`src/rtl/spi_reg_slave_if.sv`:
```
// Register-bank side of spi_reg_slave: one-cycle wr/rd strobes, held address and write data,
// read data returned by the bank exactly one cycle after reg_rd.
interface spi_reg_slave_if #(
  parameter int ADDR_WIDTH = 6,
  parameter int DATA_WIDTH = 20
);
  logic                  reg_wr;
  logic                  reg_rd;
  logic [ADDR_WIDTH-1:0] reg_addr;
  logic [DATA_WIDTH-1:0] reg_wdata;
  logic [DATA_WIDTH-1:0] reg_rdata;

  modport master (output reg_wr, reg_rd, reg_addr, reg_wdata, input reg_rdata);
  modport slave  (input reg_wr, reg_rd, reg_addr, reg_wdata, output reg_rdata);
endinterface

```
`src/rtl/spi_reg_slave.sv`:
```
// SPI mode-0 target turning rw/addr/data frames into register strobes; trailing parity bit under SPI_SLAVE_PARITY_EN.
// Latency: pins act SYNC_STAGES+1 cycles after changing; strobes follow the completing SCLK edge by one cycle.
// Backpressure: none; the bank takes a strobe any cycle and returns read data one cycle after reg_rd.
module spi_reg_slave #(
  parameter int ADDR_WIDTH  = 6,
  parameter int DATA_WIDTH  = 20,
  parameter int SYNC_STAGES = 2
) (
  input  logic            i_clk_sys,
  input  logic            i_rst,
  input  logic            i_spi_sclk,
  input  logic            i_spi_cs_n,
  input  logic            i_spi_mosi,
  output logic            o_spi_miso,
  output logic            o_spi_miso_oe,
  output logic            o_frame_done,
  output logic            o_frame_err,
  output logic            o_busy,
  spi_reg_slave_if.master reg_bus
);

  localparam int L = 1 + ADDR_WIDTH + DATA_WIDTH;
`ifdef SPI_SLAVE_PARITY_EN
  localparam int FL  = L + 1;
  localparam int DSW = DATA_WIDTH;
`else
  localparam int FL  = L;
  localparam int DSW = DATA_WIDTH - 1;
`endif
  localparam int CW = $clog2(FL + 1) + 2;

  typedef enum logic [2:0] {S_IDLE, S_CMD, S_ADDR, S_DATA, S_DONE} state_t;

  logic [SYNC_STAGES-1:0] sclk_sync, cs_sync, mosi_sync;
  logic [SYNC_STAGES:0]   fill;
  logic                   sclk_d, cs_d;
  logic                   sclk_s, cs_s, mosi_s, sync_ok;
  logic                   sck_rise, sck_fall, cs_rise, cs_fall;

  always_ff @(posedge i_clk_sys or posedge i_rst) begin
    if (i_rst) begin
      sclk_sync <= '0;
      cs_sync   <= '1;
      mosi_sync <= '0;
      sclk_d    <= 1'b0;
      cs_d      <= 1'b1;
      fill      <= '0;
    end else begin
      sclk_sync <= {sclk_sync[SYNC_STAGES-2:0], i_spi_sclk};
      cs_sync   <= {cs_sync[SYNC_STAGES-2:0], i_spi_cs_n};
      mosi_sync <= {mosi_sync[SYNC_STAGES-2:0], i_spi_mosi};
      sclk_d    <= sclk_s;
      cs_d      <= cs_s;
      fill      <= {fill[SYNC_STAGES-1:0], 1'b1};
    end
  end

  assign sclk_s = sclk_sync[SYNC_STAGES-1];
  assign cs_s   = cs_sync[SYNC_STAGES-1];
  assign mosi_s = mosi_sync[SYNC_STAGES-1];
  // Ignore edges until the pipeline holds real pin samples, not reset values.
  assign sync_ok  = fill[SYNC_STAGES];
  assign sck_rise = sync_ok & sclk_s & ~sclk_d;
  assign sck_fall = sync_ok & ~sclk_s & sclk_d;
  assign cs_rise  = sync_ok & cs_s & ~cs_d;
  assign cs_fall  = sync_ok & ~cs_s & cs_d;

  state_t                state_q, state_d;
  logic                  armed;
  logic [CW-1:0]         cnt;
  logic                  active, start, close, sr_edge, sf_edge, last_addr, last_data;
  logic                  rw_q, fell_q, rd_q, ld_q, wr_q, done_q, err_q;
  logic [ADDR_WIDTH-1:0] addr_sh, addr_nxt, reg_addr_q;
  logic [DSW-1:0]        data_sh;
  logic [DATA_WIDTH-1:0] data_nxt, reg_wdata_q, tx_sh;
  logic                  frame_ok;
`ifdef SPI_SLAVE_PARITY_EN
  logic                  par_q, par_bad, rpar_q;
  assign frame_ok = (cnt == CW'(FL)) && !par_bad;
`else
  assign frame_ok = (cnt == CW'(FL));
`endif

  assign active    = (state_q != S_IDLE);
  assign start     = (state_q == S_IDLE) && armed && cs_fall;
  assign close     = active && cs_rise;
  // cs_n rise outranks an SCLK edge detected in the same cycle.
  assign sr_edge   = active && sck_rise && !cs_rise;
  assign sf_edge   = active && sck_fall && !cs_rise;
  assign last_addr = (cnt == CW'(ADDR_WIDTH));
  assign last_data = (cnt == CW'(L - 1));
  assign addr_nxt  = {addr_sh[ADDR_WIDTH-2:0], mosi_s};
  assign data_nxt  = {data_sh[DATA_WIDTH-2:0], mosi_s};

  always_comb begin
    state_d = state_q;
    case (state_q)
      S_IDLE: if (start) state_d = S_CMD;
      S_CMD:  if (sr_edge) state_d = S_ADDR;
      S_ADDR: if (sr_edge && last_addr) state_d = S_DATA;
      S_DATA: if (sr_edge && last_data) state_d = S_DONE;
      S_DONE: ;
      default: state_d = S_IDLE;
    endcase
    if (close) state_d = S_IDLE;
  end

  always_ff @(posedge i_clk_sys or posedge i_rst) begin
    if (i_rst) state_q <= S_IDLE;
    else       state_q <= state_d;
  end

  always_ff @(posedge i_clk_sys or posedge i_rst) begin
    if (i_rst) begin
      armed       <= 1'b0;
      cnt         <= '0;
      rw_q        <= 1'b0;
      fell_q      <= 1'b0;
      rd_q        <= 1'b0;
      ld_q        <= 1'b0;
      wr_q        <= 1'b0;
      done_q      <= 1'b0;
      err_q       <= 1'b0;
      addr_sh     <= '0;
      data_sh     <= '0;
      reg_addr_q  <= '0;
      reg_wdata_q <= '0;
      tx_sh       <= '0;
`ifdef SPI_SLAVE_PARITY_EN
      par_q       <= 1'b0;
      par_bad     <= 1'b0;
      rpar_q      <= 1'b0;
`endif
    end else begin
      rd_q   <= 1'b0;
      wr_q   <= 1'b0;
      done_q <= 1'b0;
      err_q  <= 1'b0;
      ld_q   <= rd_q;

      if (start)                armed <= 1'b0;
      else if (sync_ok && cs_s) armed <= 1'b1;

      if (start) begin
        cnt    <= '0;
        rw_q   <= 1'b0;
        fell_q <= 1'b0;
        tx_sh  <= '0;
`ifdef SPI_SLAVE_PARITY_EN
        par_q   <= 1'b0;
        par_bad <= 1'b0;
`endif
      end

      if (sr_edge) begin
        if (cnt != '1) cnt <= cnt + CW'(1);
`ifdef SPI_SLAVE_PARITY_EN
        if (cnt < CW'(L)) par_q <= par_q ^ mosi_s;
`endif
        case (state_q)
          S_CMD: rw_q <= mosi_s;
          S_ADDR: begin
            addr_sh <= addr_nxt;
            if (last_addr && !rw_q) begin
              rd_q       <= 1'b1;
              reg_addr_q <= addr_nxt;
            end
          end
          S_DATA: begin
            data_sh <= DSW'(data_nxt);
`ifndef SPI_SLAVE_PARITY_EN
            if (last_data && rw_q) begin
              wr_q        <= 1'b1;
              reg_addr_q  <= addr_sh;
              reg_wdata_q <= data_nxt;
            end
`endif
          end
          S_DONE: begin
`ifdef SPI_SLAVE_PARITY_EN
            if (cnt == CW'(L)) begin
              par_bad <= (par_q != mosi_s);
              if (rw_q && (par_q == mosi_s)) begin
                wr_q        <= 1'b1;
                reg_addr_q  <= addr_sh;
                reg_wdata_q <= data_sh;
              end
            end
`endif
          end
          default: ;
        endcase
      end

      if (sf_edge && state_q == S_DATA) fell_q <= 1'b1;

      // The first DATA falling edge leaves the MSB in place for the first data bit.
      if (ld_q) begin
        tx_sh <= reg_bus.reg_rdata;
`ifdef SPI_SLAVE_PARITY_EN
        rpar_q <= ^reg_bus.reg_rdata;
`endif
      end else if (sf_edge && state_q == S_DATA && !rw_q && fell_q) begin
        tx_sh <= {tx_sh[DATA_WIDTH-2:0], 1'b0};
      end

      if (close) begin
        done_q <= frame_ok;
        err_q  <= !frame_ok;
      end
    end
  end

  always_comb begin
    o_spi_miso = 1'b0;
    if (!rw_q) begin
      if (state_q == S_DATA) o_spi_miso = tx_sh[DATA_WIDTH-1];
`ifdef SPI_SLAVE_PARITY_EN
      else if (state_q == S_DONE && cnt == CW'(L)) o_spi_miso = rpar_q;
`endif
    end
  end

  assign o_spi_miso_oe     = active;
  assign o_busy            = active;
  assign o_frame_done      = done_q;
  assign o_frame_err       = err_q;
  assign reg_bus.reg_wr    = wr_q;
  assign reg_bus.reg_rd    = rd_q;
  assign reg_bus.reg_addr  = reg_addr_q;
  assign reg_bus.reg_wdata = reg_wdata_q;

endmodule

```
`src/flat_wrapper.sv`:
```
// flat-port wrapper written by rule: the top's interface ports become plain ports
module spi_reg_slave_flat 
#(
  parameter int ADDR_WIDTH  = 6,
  parameter int DATA_WIDTH  = 20,
  parameter int SYNC_STAGES = 2
)
  (i_clk_sys, i_rst, i_spi_sclk, i_spi_cs_n, i_spi_mosi, o_spi_miso, o_spi_miso_oe, o_frame_done, o_frame_err, o_busy, reg_bus_reg_wr, reg_bus_reg_rd, reg_bus_reg_addr, reg_bus_reg_wdata, reg_bus_reg_rdata);
  spi_reg_slave_if #(.ADDR_WIDTH(ADDR_WIDTH), .DATA_WIDTH(DATA_WIDTH)) reg_bus_i ();
  input  logic i_clk_sys;
  input  logic i_rst;
  input  logic i_spi_sclk;
  input  logic i_spi_cs_n;
  input  logic i_spi_mosi;
  output logic o_spi_miso;
  output logic o_spi_miso_oe;
  output logic o_frame_done;
  output logic o_frame_err;
  output logic o_busy;
  output wire logic [$bits(reg_bus_i.reg_wr)-1:0] reg_bus_reg_wr;
  output wire logic [$bits(reg_bus_i.reg_rd)-1:0] reg_bus_reg_rd;
  output wire logic [$bits(reg_bus_i.reg_addr)-1:0] reg_bus_reg_addr;
  output wire logic [$bits(reg_bus_i.reg_wdata)-1:0] reg_bus_reg_wdata;
  input wire logic [$bits(reg_bus_i.reg_rdata)-1:0] reg_bus_reg_rdata;
  assign reg_bus_reg_wr = reg_bus_i.reg_wr;
  assign reg_bus_reg_rd = reg_bus_i.reg_rd;
  assign reg_bus_reg_addr = reg_bus_i.reg_addr;
  assign reg_bus_reg_wdata = reg_bus_i.reg_wdata;
  assign reg_bus_i.reg_rdata = reg_bus_reg_rdata;
  spi_reg_slave #(.ADDR_WIDTH(ADDR_WIDTH), .DATA_WIDTH(DATA_WIDTH), .SYNC_STAGES(SYNC_STAGES)) u_core (.i_clk_sys(i_clk_sys), .i_rst(i_rst), .i_spi_sclk(i_spi_sclk), .i_spi_cs_n(i_spi_cs_n), .i_spi_mosi(i_spi_mosi), .o_spi_miso(o_spi_miso), .o_spi_miso_oe(o_spi_miso_oe), .o_frame_done(o_frame_done), .o_frame_err(o_frame_err), .o_busy(o_busy), .reg_bus(reg_bus_i));
endmodule
```
`config.mk`:
```
export PLATFORM = sky130hd
export DESIGN_NAME = spi_reg_slave_flat
export DESIGN_NICKNAME = d
export VERILOG_FILES = /design/src/rtl/spi_reg_slave_if.sv /design/src/rtl/spi_reg_slave.sv /design/src/flat_wrapper.sv
export SDC_FILE = /design/constraint.sdc
export NUM_CORES = 1
export LEC_CHECK = 0
export CORE_MARGIN = 2
export CORE_UTILIZATION = 59
export DETAILED_ROUTE_END_ITERATION = 12
export HOLD_SLACK_MARGIN = 0.06
export PLACE_DENSITY = 0.85
export SYNTH_ARGS = -nofsm -noshare
export SYNTH_HDL_FRONTEND = slang
export SYNTH_SLANG_ARGS = --single-unit
```
`constraint.sdc`:
```
create_clock -name i_clk_sys -period 6.4 [get_ports i_clk_sys]
set_input_delay 1.6 -clock i_clk_sys [delete_from_list [all_inputs] [get_ports i_clk_sys]]
set_output_delay 1.6 -clock i_clk_sys [all_outputs]
set_load 0.01 [all_outputs]
```
==> metrics.txt <==
status=finished, final reports clean; peak supply drop=about 170 uV; asr flop ratio synth=between 90% and 100%; die height=slightly below 90 um; drt wl/cell=~16 um; CP arrival=2330 ps; Primary FF master, synth=dfrtp_1; Max Freq=approximately 250 MHz; final setup vio count=0; final instance area=roughly 5000 um^2; DR pass1 iterations=4; CTS Buf Count=9; crit path cell chain=nand3b_1, nor3b_1, clkdlybuf4s50_1; initial drt markers=roughly 190; Static Leak=between 2 and 2.5 nW; register area share after synthesis=between 50% and 60%; synthesized netlist cell count=between 300 and 400; I/O Pins=slightly below 60; Clk Latency, worst-skew pair=350 ps; Final GP Congestion=slightly below 0.9; initial core utilization=about three fifths; Final min period=between 3000 and 4000 ps; worst slew pin tran=1230 ps; crit path launch type=flip-flop; grt ovf=0; Required @ worst endpoint=about 4800 ps; PD cells=242 nW/um^2; antenna cells=0; post-synth top area share=57.2%; Area Overhead vs Synth=18.6%; Fin Clk Skew=about 10 ps; Max Cap Viol=0; crit share post-route=just over 60%; CTS clk-pin slew, worst paths=around 90 ps; DRT antenna net count=0; Distinct cells, synth=46; top post-synthesis cells by area=dfrtp_1 57%, mux2_2 9.8%, mux2_4 7.1%; H-tree depth=3; Layout fillers=458; pin count of the biggest net entering global routing=60; Worst Setup EP=o_spi_miso; nature of the critical path endpoint=primary output; Die Area=slightly below 8000 um^2; Post-Syn Area=~4200 um^2; cell row count=30; Slowest-stage cell, CP=clkdlybuf4s50_1; CTS tree=yes; Avg Inst Size Synth=~14 um^2; detailed-route via count=between 2000 and 3000; Post-DP HPWL=between 5000 and 6000 um; Synthesized Nets=between 300 and 400; setup TNS=0 ps; #FFs+latches synth=100; Port Buffers=57; GRT Total Usage=between 20% and 30%; critical path peak fanout=12; setup repair bufs after CTS=0; worst hold margin=355 ps; post-cts resize count=0; Hold Vio Cnt, Final=0; HP Class=reg2reg; EDFF count, synth=0; clk root buf=clkbuf_8; Pwr Total=between 1 and 1.5 mW; Yosys Warn Count=0; layout cells sized above 1=approximately 23%; top-count cell post-synth=dfrtp_1; clock sink total=100; via count of the first global-routing pass=2635; first-pass GRT wire length=about 12000 um; Die W=roughly 90 um; total routed wirelength=about 7500 um; Nets=roughly 400; placed cell areas=around 4800 um^2; Clock Path Buffers=2; RSZ-0062 raised after global routing=false; worst r2r path cells=6; antenna violations before repair=0; crit path kind=reg2out; top cells by count, synth=97 x dfrtp_1, 37 x mux2_2, 20 x and2_1, 20 x mux2_4, 19 x a221o_1; RR Endpoint=u_core.reg_bus.reg_wdata[12]; CP max stage delay=~600 ps; # DRC=0; CTS Hold Buffers Added=0; Slew headroom=approximately 18%; largest area contributor in the netlist=dfrtp_1; R2R Setup Slk=between 3000 and 4000 ps; crit path from=u_core.state_q[2]; Pins Over Slew Limit=0; core area=roughly 7000 um^2; R2R Path Start=u_core.cnt[0]; Vias/cell=5.66
[final cells by class]
class / instances / area, um^2 / share of cell area [%]
Timing Repair Buffer: 59 / 586 / 11.6
Clock buffer: 12 / 135 / 2.68
Inverter: 5 / 21.3 / 0.422
Multi-Input combinational cell: 188 / 1620 / 32.1
Tap cell: 96 / 120 / 2.39
Clock inverter: 4 / 50.0 / 0.994
Sequential cell: 100 / 2510 / 49.8
[registers in the layout (all words and copies together), names as in the netlist, 2 cells and up]
| register | count |
|---|---|
| u_core.cs_sync | 2 |
| u_core.reg_bus.reg_addr | 6 |
| u_core.reg_bus.reg_wdata | 20 |
| u_core.mosi_sync | 2 |
| u_core.tx_sh | 20 |
| u_core.fill | 3 |
| u_core.data_sh | 19 |
| u_core.sclk_sync | 2 |
| u_core.addr_sh | 6 |
| u_core.cnt | 7 |
| u_core.state_q | 3 |
[worst min path at each step]
stage	startpoint	to	cells past startpoint	slack, ps
floorplan	u_core.fill[0]	u_core.fill[1]	0	330
global placement	u_core.sclk_sync[0]	u_core.sclk_sync[1]	0	330
detailed placement	u_core.mosi_sync[0]	u_core.mosi_sync[1]	0	340
CTS	u_core.mosi_sync[0]	u_core.mosi_sync[1]	0	360
global route	u_core.mosi_sync[0]	u_core.mosi_sync[1]	0	360
finish	u_core.mosi_sync[0]	u_core.mosi_sync[1]	0	360
[report_power, final]
group / switching [mW] / leakage (nW) / total (mW) / internal (mW)
combinational: 0.0817 / 0.883 / 0.150 / 0.0683
sequential: 0.0328 / 1.36 / 0.692 / 0.659
clock: 0.199 / 0.0866 / 0.379 / 0.181
total: 0.313 / 2.33 / 1.22 / 0.908
[through the flow]
step	cells	setup WS, ps	utilization, %
global placement	448	2950	70.6
CTS	464	2440	73.3
floorplan	309	2190	-
finish	464	2470	73.3
detailed placement	448	2890	70.6
global route	464	2340	73.3
[worst max-delay path: cells and delay by family (launching register included)]
kind,cells,cell delay [ps]
buffers and inverters,1,600
flip-flops,1,460
AND/OR/NAND/NOR,2,930
[cells by family after synthesis]
group,share of synthesized area (%)
flops,59.0
simple gates,11.9
mux,18.1
compound gates,7.34
buf+inv,3.01
fa+ha+maj,0.589
other cells,0.0883
[routing by layer]
layer	routed length [um]	track usage [%]
met5	0	0
met4	123	7.58
met3	357	6.16
met2	3770	34.5
met1	3290	26.5
[layout by cell type, fill, tap and decap left out, types with 4 or more instances in the layout]
master,netlist,routed
dfrtp_1,97,97
clkdlybuf4s50_1,0,57
mux2_2,37,37
mux2_4,20,20
and2_1,20,20
a221o_1,19,19
nor2_1,15,15
nand2_1,15,15
clkbuf_8,0,9
nand3_1,6,6
mux2i_1,5,5
nand4b_1,4,4
o21ai_0,4,4
Note: power is estimated with default switching activity, not from simulation.
